**config.mk**
```make
export PLATFORM = sky130hd
export DESIGN_NAME = weight_readout
export DESIGN_NICKNAME = d
export VERILOG_FILES = /design/src/rtl/weight_readout.sv
export SDC_FILE = /design/constraint.sdc
export NUM_CORES = 1
export LEC_CHECK = 0
export ABC_AREA = 1
export BUFFER_PORTS_ARGS = -buffer_cell sky130_fd_sc_hd__clkbuf_2
export CELL_PAD_IN_SITES_DETAIL_PLACEMENT = 0
export CELL_PAD_IN_SITES_GLOBAL_PLACEMENT = 2
export CORE_MARGIN = 2
export CORE_UTILIZATION = 27
export CTS_CLUSTER_SIZE = 16
export DETAILED_ROUTE_END_ITERATION = 16
export GPL_ROUTABILITY_DRIVEN = 0
export GPL_TIMING_DRIVEN = 0
export PLACE_DENSITY_LB_ADDON = 0.1
export SETUP_SLACK_MARGIN = 0.05
export SLEW_MARGIN = 20
export SYNTH_ARGS = -nofsm -noshare
export SYNTH_HDL_FRONTEND = slang
export SYNTH_SLANG_ARGS = --single-unit
```
**constraint.sdc**
```tcl
create_clock -name clk -period 3.78 [get_ports clk]
set_input_delay 0.189 -clock clk [delete_from_list [all_inputs] [get_ports clk]]
set_output_delay 0.189 -clock clk [all_outputs]
set_load 0.01 [all_outputs]
```
**src/rtl/weight_readout.sv**
```systemverilog
// Streams a snapshot of the thermometer-coded STDP weights out as binary counts,
// one synapse per valid/ready handshake, in neuron-major order.
module weight_readout #(
    parameter  int NEURONS  = 2,
    parameter  int SYNAPSES = 4,
    parameter  int PERIOD   = 8,
    localparam int WW       = $clog2(PERIOD + 1),
    localparam int NW       = $clog2(NEURONS),
    localparam int SW       = $clog2(SYNAPSES)
) (
    input  logic                                         clk,
    input  logic                                         rst_n,
    input  logic [NEURONS-1:0][SYNAPSES-1:0][PERIOD-1:0] weights,
    input  logic                                         start,
    input  logic                                         out_ready,
    output logic                                         busy,
    output logic                                         out_valid,
    output logic [WW-1:0]                                out_data,
    output logic [NW-1:0]                                out_neuron,
    output logic [SW-1:0]                                out_synapse,
    output logic                                         out_last,
    output logic                                         done,
    output logic                                         code_err
);

    // state  | meaning
    // IDLE   | waiting for start; weights not sampled
    // STREAM | presenting snapshot[n][s]; advance on handshake
    // DONE   | one-cycle done pulse after the final handshake
    typedef enum logic [1:0] {
        IDLE   = 2'd0,
        STREAM = 2'd1,
        DONE   = 2'd2
    } state_t;

    state_t                                       state_q, state_d;
    logic [NEURONS-1:0][SYNAPSES-1:0][PERIOD-1:0] snap_q,  snap_d;
    logic [NW-1:0]                                n_q,     n_d;
    logic [SW-1:0]                                s_q,     s_d;
    logic                                         err_q,   err_d;

    logic [PERIOD-1:0] cur_code;
    logic              at_last;
    logic              streaming;

    function automatic logic [WW-1:0] popcount(input logic [PERIOD-1:0] c);
        logic [WW-1:0] acc;
        acc = '0;
        for (int i = 0; i < PERIOD; i++) begin
            acc = acc + WW'(c[i]);
        end
        return acc;
    endfunction

    // A legal code never has a set bit below a clear bit (ones packed at the MSB end).
    function automatic logic is_thermo(input logic [PERIOD-1:0] c);
        logic ok;
        ok = 1'b1;
        for (int i = 0; i < PERIOD - 1; i++) begin
            if (c[i] && !c[i+1]) begin
                ok = 1'b0;
            end
        end
        return ok;
    endfunction

    assign cur_code  = snap_q[n_q][s_q];
    assign streaming = (state_q == STREAM);
    assign at_last   = (n_q == NW'(NEURONS - 1)) && (s_q == SW'(SYNAPSES - 1));

    always_ff @(posedge clk or negedge rst_n) begin
        if (!rst_n) begin
            state_q <= IDLE;
            snap_q  <= '0;
            n_q     <= '0;
            s_q     <= '0;
            err_q   <= 1'b0;
        end else begin
            state_q <= state_d;
            snap_q  <= snap_d;
            n_q     <= n_d;
            s_q     <= s_d;
            err_q   <= err_d;
        end
    end

    always_comb begin
        state_d = state_q;
        snap_d  = snap_q;
        n_d     = n_q;
        s_d     = s_q;
        err_d   = err_q;
        unique case (state_q)
            IDLE: begin
                if (start) begin
                    snap_d  = weights;
                    err_d   = 1'b0;
                    n_d     = '0;
                    s_d     = '0;
                    state_d = STREAM;
                end
            end
            STREAM: begin
                if (out_ready) begin
                    if (!is_thermo(cur_code)) begin
                        err_d = 1'b1;
                    end
                    if (at_last) begin
                        n_d     = '0;
                        s_d     = '0;
                        state_d = DONE;
                    end else if (s_q == SW'(SYNAPSES - 1)) begin
                        s_d = '0;
                        n_d = n_q + NW'(1);
                    end else begin
                        s_d = s_q + SW'(1);
                    end
                end
            end
            DONE: begin
                state_d = IDLE;
            end
            default: begin
                state_d = IDLE;
            end
        endcase
    end

    // Data fields are forced to zero outside STREAM so the bus is quiet when idle.
    assign busy        = (state_q != IDLE);
    assign out_valid   = streaming;
    assign out_data    = streaming ? popcount(cur_code) : '0;
    assign out_neuron  = streaming ? n_q : '0;
    assign out_synapse = streaming ? s_q : '0;
    assign out_last    = streaming && at_last;
    assign done        = (state_q == DONE);
    assign code_err    = err_q;

endmodule

```
==> results.ini, run 1 <==
[run_status]
outcome=finished with violations
violations=setup timing

[critical_path]
max_stage_delay_ns=0.38
path_class=register to register
rrSetupSlack_ns=-0.55
arrival_ns=4.57
crit_top_cell=buf_4
cp.required_ns=4.01
critPathSlowestCell=dfrtp_1
reg2reg_depth=35
critPathCaptureType=register
reg2reg_to=code_err
crit_fanout=5
start_kind=register
r2r-start=s_q[0]

[drt]
avgRoutedWirePerCell_um=15.07
detail-route-antenna-nets=0
num_vias=3636
drt_wl_total_mm=12.46
post-route-drc-count=0
drt_first_pass_iters=4
routed_via_density=4.397
drtIter0Drc=149

[yosys]
synth_seq_cells=70
synth_cells=509
yosysWarnings=0
async_flop_share=1.000
synthFlopType=dfrtp_1
synth_nets=586
ys_seq_area_frac=0.4700
yosys.cell_types.count=25
syn-cell-area_sq_um=3727
avgSynthCellArea_sq_um=7.323
synth_edf_count=0

[floorplan]
start_util=0.2792
rows=42
dieArea_sq_um=14760
io_pins=80
core-area_sq_um=13350
die-height_um=121.5
fp.dieW_um=121.5

[flow_run]
maxCapViolCount=0

[sta]
fin_crit_sh=1.146
whs_ns=0.03588
clock.fmax_mhz=230.8
fin_ws_ns=-0.5532
drv_slew=0
min_period_ns=4.333
grt_setup_unrepaired=yes
hold_violations=0
slew_headroom=0.5625
worst_pin_slew_ns=0.6562
finalClockSkew_ns=0.005711
setup_viol=5

[clock_tree]
clockRootBuffer=clkbuf_16
clock_sinks=70
numCtsBuffers=9
clk-insertion-delay-late_ns=0.35
cts.clk_slew.worst_paths_ns=0.06
clockBufferDepth=2
htree_levels=3
cts_tree=done

[hold_path]
hp-start=weights[8]
holdPathEnd=snap_q[8]
hold_class=primary input to register
holdPathStages=3

[global_routing]
antenna_found_initial=0
grt_pass1_wl_mm=20.02
busiest_layer=met2
grt-ovfl-total=0
grt_util_met2=0.3055
grt_pass1_vias=3876
grt_max_degree=43
grtUsageMet3=0.03195
grt_use_met1=0.2267
grtUsageTotal=0.1830

[finish]
layout_commonest_cell=nand2_1
fillers=1457
area_growth_pct=40.21
nets=723
drive_gt1_frac=0.2857
layout_common_cells=204 x nand2_1, 74 x clkbuf_2, 70 x dfrtp_1, 59 x inv_1, 50 x o21ai_0
antenna_cells=0

[place]
dp_hpwl_mm=8.871
portBuffers=79

Yosys cell counts, types with 3 or more instances:
cell      number  area [sq um]
nand3_1       32         160.2
nor2_1        25         93.84
buf_6          6         67.56
o21ai_0       52         260.3
buf_2          7         35.03
ha_1           5         62.56
dfrtp_1       70          1752
inv_1         63         236.5
nand2_1      211         792.0
a21oi_1        3         15.01
inv_2          3         11.26
fa_1           4         80.08
o22ai_1        3         18.77
clkbuf_1      11         41.29
worst max-delay path: cells and delay by family (launching register included):
kind	cells	cell delay [ns]
buf+inv	25	3.08
simple gates	9	0.73
flops	1	0.38
compound gates	1	0.05
registers in the layout, summed over array words and instances, names as in the netlist:
| name | flops |
|---|---|
| snap_q | 64 |
| state_q | 2 |
| n_q | 1 |
| s_q | 2 |
| code_err | 1 |
worst max-delay path by stage:
| stage | start | end | slack [ns] | cells past startpoint |
|---|---|---|---|---|
| final | s_q[0] | code_err | -0.55 | 35 |
| after global routing | n_q | code_err | -0.69 | 35 |
| after CTS | n_q | out_data[1] | -0.41 | 19 |
| after detailed placement | n_q | out_data[2] | -0.39 | 19 |
| after global placement | n_q | out_data[2] | -0.39 | 19 |
| after floorplan | s_q[0] | out_data[2] | 0.06 | 19 |
area by class of cell:
cell class | instances | area [sq um] | share of cell area
Inverter | 67 | 266.5 | 0.05099
Multi-Input combinational cell | 346 | 1634 | 0.3127
Clock inverter | 5 | 82.58 | 0.01580
Buffer | 26 | 203.9 | 0.03902
Timing Repair Buffer | 126 | 824.5 | 0.1578
Tap cell | 176 | 220.2 | 0.04214
Sequential cell | 70 | 1752 | 0.3352
Clock buffer | 11 | 242.7 | 0.04644
timing repair:
action,in CTS,in global routing
endpoints found under the hold margin,28,0
gates resized for setup,19,18
hold buffers,1,0
setup endpoints to repair,4,5
setup buffers,43,3
pin swaps,11,5
stage by stage:
step / setup TNS (ns) / util / setup WS (ns) / cells / cell area [sq um]
after global placement: -0.7585 / 0.3276 / -0.3944 / 764 / 4373
after CTS: -1.362 / 0.3864 / -0.4097 / 825 / 5157
after detailed placement: -0.7502 / 0.3299 / -0.3925 / 765 / 4403
after floorplan: 0 / - / 0.06038 / 509 / 3757
after global routing: -2.486 / 0.3915 / -0.6868 / 827 / 5226
final: -1.743 / 0.3915 / -0.5532 / 827 / 5226
per-layer routing:
layer / part of all wire / up-vias
li1: - / 1831
met1: 0.45 / 1711
met2: 0.48 / 70
met3: 0.034 / 24
met4: 0.036 / 0
met5: 0 / -
kinds of logic (layout without fill, tap and decap cells):
| logic type | count (synthesis) | in the layout | synth area share |
|---|---|---|---|
| xor gates and xnor gates | 1 | 1 | 0.002350 |
| AOI/OAI and AO/OA | 61 | 61 | 0.08459 |
| adders and majority gates | 9 | 9 | 0.03827 |
| DFF | 70 | 70 | 0.4700 |
| and+or+nand+nor | 275 | 275 | 0.2941 |
| buffers and inverters | 93 | 235 | 0.1108 |
Power of run 1 is not shown: default switching activity piles up to over one toggle a cycle in this logic, so the estimate is an artifact.
==> run 2, diff against run 1 <==
RECOVER_POWER = 50   (was unset)
==> results.ini, run 2 (synthesis gave the netlist of run 1 again) <==
[run_status]
outcome=finished with violations
violations=capacitance limit, slew limit, setup timing

[place]
portBuffers=79
dp.cells=765
place_ws_ns=-0.3925
dp_hpwl_mm=8.871

[floorplan]
start_util=0.2792
rows=42
fp.dieW_um=121.5
io_pins=80
dieArea_sq_um=14760
core-area_sq_um=13350
die-height_um=121.5

[critical_path]
critPathCaptureType=register
worst-path-buf-inv=25
critPathSlowestCell=dfrtp_1
r2r-start=s_q[0]
crit_top_cell=buf_4
start_kind=register
crit_fanout=5
max_stage_delay_ns=0.38
cp_top_family=buffers and inverters
cp.required_ns=4.01
arrival_ns=4.57
crit_path_start=s_q[0]
path_class=register to register

[finish]
fillers=1463
layout_common_cells=204 x nand2_1, 72 x clkbuf_2, 70 x dfrtp_1, 59 x inv_1, 50 x o21ai_0
area_growth_pct=39.41
largest_reg_flops=64
layout_commonest_cell=nand2_1
antenna_cells=0
top_register=snap_q
drive_gt1_frac=0.2796
utilization=0.3893
final_cells=827
top_regs=snap_q x64, s_q x2, state_q x2
nets=723

[hold_path]
hold_class=primary input to register
hp-start=weights[8]

[sta]
fin_crit_sh=1.146
drv_slew=30
hold_violations=0
slew_headroom=-0.06051
fin_ws_ns=-0.5532
finalClockSkew_ns=0.005703
grt_setup_unrepaired=yes
whs_ns=0.03588
setup_viol=5
min_period_ns=4.333
worst_pin_slew_ns=1.591
clock.fmax_mhz=230.8

[clock_tree]
clockBufferDepth=2
numCtsBuffers=9
cts.clk_slew.worst_paths_ns=0.06
clk-insertion-delay-late_ns=0.35
clockRootBuffer=clkbuf_16
clock_sinks=70
cts_tree=done
htree_levels=3

[global_routing]
antenna_found_initial=0
grt_max_degree=43
grt_pass1_vias=3876
grt-ovfl-total=0
grt_pass1_wl_mm=20.02
grtUsageTotal=0.1830

[drt]
drt_wl_total_mm=12.46
routed_via_density=4.397
avgRoutedWirePerCell_um=15.06
num_vias=3636
detail-route-antenna-nets=0
drt_first_pass_iters=4
post-route-drc-count=0
drtIter0Drc=148

[flow_run]
maxCapViolCount=1

[run 2: path summary, 6_finish.rpt]
check                      slack (ns)  cells past startpoint          to
max                             -0.55                     35    code_err
min                              0.04                      3   snap_q[8]
max reg2reg                     -0.55                     35    code_err
min reg2reg                      0.47                      2   snap_q[7]
max in group asynchronous        1.15                      3  snap_q[15]
min in group asynchronous        0.77                      2  snap_q[27]
[run 2: cell type report]
class                           instances  area [sq um]  area share
Buffer                                 26         203.9     0.03925
Clock buffer                           11         242.7     0.04671
Clock inverter                          5         82.58     0.01589
Inverter                               67         266.5     0.05129
Multi-Input combinational cell        346          1634      0.3145
Sequential cell                        70          1752      0.3371
Tap cell                              176         220.2     0.04238
Timing Repair Buffer                  126         794.5      0.1529
[run 2: repair_timing]
action	4_1_cts	5_1_grt
resized for setup	19	18
pin swaps	11	5
endpoints found under the setup margin	4	5
buffers inserted	43	3
hold buffers	1	0
gates cloned	0	0
hold endpoints to repair	28	0
[run 2: layer usage]
metal | global-route usage | wire (um) | share of wire
met5 | 0 | 0 | 0
met3 | 0.03195 | 421 | 0.034
met4 | 0.09267 | 443 | 0.036
met2 | 0.3055 | 5975 | 0.48
met1 | 0.2267 | 5614 | 0.45
[run 2: worst reg2reg max path, delay by kind of cell, from the launching register on]
kind | cells | cell delay, ns
AO/OA/AOI/OAI | 1 | 0.05
flip-flops | 1 | 0.38
buffers and inverters | 25 | 3.09
AND/OR/NAND/NOR | 9 | 0.73
[run 2: stage by stage]
stage | setup TNS [ns] | cell area, sq um
final | -1.743 | 5196
after global placement | -0.7585 | 4373
after CTS | -1.362 | 5157
after global routing | -2.486 | 5196
after detailed placement | -0.7502 | 4403
after floorplan | 0 | 3757
Power of run 2 is left out for the same reason.
==> run 3, diff against run 2 <==
CAP_MARGIN = 20   (was unset)
CORE_MARGIN = 1.5   (was 2)
CORE_UTILIZATION = 30   (was 27)
clock period = 4.7 ns   (was 3.78 ns; I/O delays follow)
==> results.ini, run 3 (synthesis gave the netlist of run 1 again) <==
[global_routing]
grt_max_degree=40
grtUsageTotal=0.1842
grt_pass1_wl_mm=17.94
grt_pass1_vias=3454
antenna_found_initial=0
grt-ovfl-total=0

[floorplan]
rows=40
start_util=0.3090
die-height_um=114.5
dieArea_sq_um=13100
core-area_sq_um=12060
io_pins=80
fp.dieW_um=114.5

[critical_path]
endpoint=out_data[1]
path_class=register to primary output
critPathCaptureType=primary output
crit_top_cell=inv_1
rrSetupSlack_ns=2.63
reg2reg_to=code_err
reg2reg_depth=16
crit_path_start=s_q[0]
cp_top_family=adder cells
crit_fanout=5
r2r-start=s_q[0]
worstSetupPathDepth=19
worst-path-buf-inv=10
start_kind=register
arrival_ns=4.21
cp_cell_sequence=buf_6, clkinv_8, buf_12, o21ai_0, o22ai_1, inv_1, o21ai_2, inv_1, fa_1, inv_2, fa_1, inv_1, fa_1, inv_1, ha_1, inv_1, fa_2, nor2_1, buf_2
max_stage_delay_ns=0.53
cp.required_ns=4.47
critPathSlowestCell=fa_1

[drt]
num_vias=3423
drtIter0Drc=146
post-route-drc-count=0
drt_first_pass_iters=6
detail-route-antenna-nets=0
drt_wl_total_mm=11.27
routed_via_density=4.361
avgRoutedWirePerCell_um=14.36

[hold_path]
hp-start=weights[48]
hold_class=primary input to register

[clock_tree]
clockBufferDepth=2
cts.clk_slew.worst_paths_ns=0.06
clockRootBuffer=clkbuf_16
numCtsBuffers=9
htree_levels=3
clk-insertion-delay-late_ns=0.34
clock_sinks=70
cts_tree=done

[sta]
setup_tns_ns=0
fin_ws_ns=0.2577
drv_slew=73
worst_pin_slew_ns=2.131
setup_viol=0
slew_headroom=-0.4206
min_period_ns=4.442
grt_setup_unrepaired=no
clock.fmax_mhz=225.1
hold_violations=0
finalClockSkew_ns=0.003809
fin_crit_sh=0.9452

[power]
p_leak_nw=2.554
p_per_area_nw_per_um2=942.2
ir_worst_vdd_v=0.0004366

[place]
place_ws_ns=0.04444
dp_hpwl_mm=8.347
portBuffers=79

[finish]
top_register=snap_q
nets=689
area_growth_pct=27.90
layout_common_cells=210 x nand2_1, 73 x clkbuf_2, 70 x dfrtp_1, 63 x inv_1, 50 x o21ai_0
top_regs=snap_q x64, s_q x2, state_q x2
antenna_cells=0
largest_reg_flops=64
drive_gt1_frac=0.2026
layout_commonest_cell=nand2_1

[run_status]
violations=capacitance limit, slew limit
outcome=finished with violations

[flow_run]
maxCapViolCount=2

[run 3: layout make-up]
type                       count  area [sq um]
fill                        1341          7295
sequential                    70          1752
multi-input combinational    346          1569
timing repair buffer          93         498.0
inverter                      67         269.0
clock buffer                  12         236.5
tap                          168         210.2
buffer                        25         185.2
clock inverter                 4         47.55
[run 3: worst min-delay path by stage]
| stage | endpoint | slack (ns) | cells after the start |
|---|---|---|---|
| after detailed placement | snap_q[36] | 0.25 | 1 |
| after global routing | snap_q[54] | 0.1 | 3 |
| after global placement | snap_q[32] | 0.43 | 3 |
| after floorplan | code_err | -0.06 | 0 |
| after CTS | snap_q[40] | 0.09 | 3 |
| final | snap_q[48] | 0.1 | 3 |
[run 3: through the flow]
step | std cells | power, mW | hold WS [ns] | instance area [sq um] | util
after floorplan | 509 | 2.883 | -0.06059 | 3727 | -
after global placement | 756 | 3.698 | 0.4347 | 4333 | 0.3592
after detailed placement | 757 | 3.734 | 0.2544 | 4355 | 0.3611
after CTS | 777 | 4.490 | 0.08590 | 4701 | 0.3897
after global routing | 785 | 5.030 | 0.09945 | 4767 | 0.3952
final | 785 | 4.491 | 0.09533 | 4767 | 0.3952
[run 3: worst min-delay path, delay by kind of cell]
family	cells	cell delay [ns]
AND/OR/NAND/NOR	2	0.09
buffers and inverters	1	0.07
[run 3: what timing repair did]
action,in CTS,in global routing
gates resized for setup,10,13
endpoints found under the hold margin,31,0
buffers inserted,4,8
pin swaps,1,5
endpoints found under the setup margin,2,2
hold buffers,1,0
[run 3: layer usage]
layer,part of all wire,vias to the layer above,GRT usage,wire length [um]
li1,-,1767,-,-
met1,0.46,1571,0.2348,5200
met2,0.49,70,0.3178,5470
met3,0.037,15,0.03335,415
met4,0.016,0,0.05583,184
met5,0,-,0,0
[run 3: where the power goes]
| part | leakage, nW | total [mW] | internal, mW | switching [mW] |
|---|---|---|---|---|
| logic | 1.57 | 2.82 | 1.13 | 1.69 |
| registers | 0.852 | 1.00 | 0.898 | 0.106 |
| clock network | 0.137 | 0.668 | 0.410 | 0.259 |
Note: power is estimated with default switching activity, not from simulation.
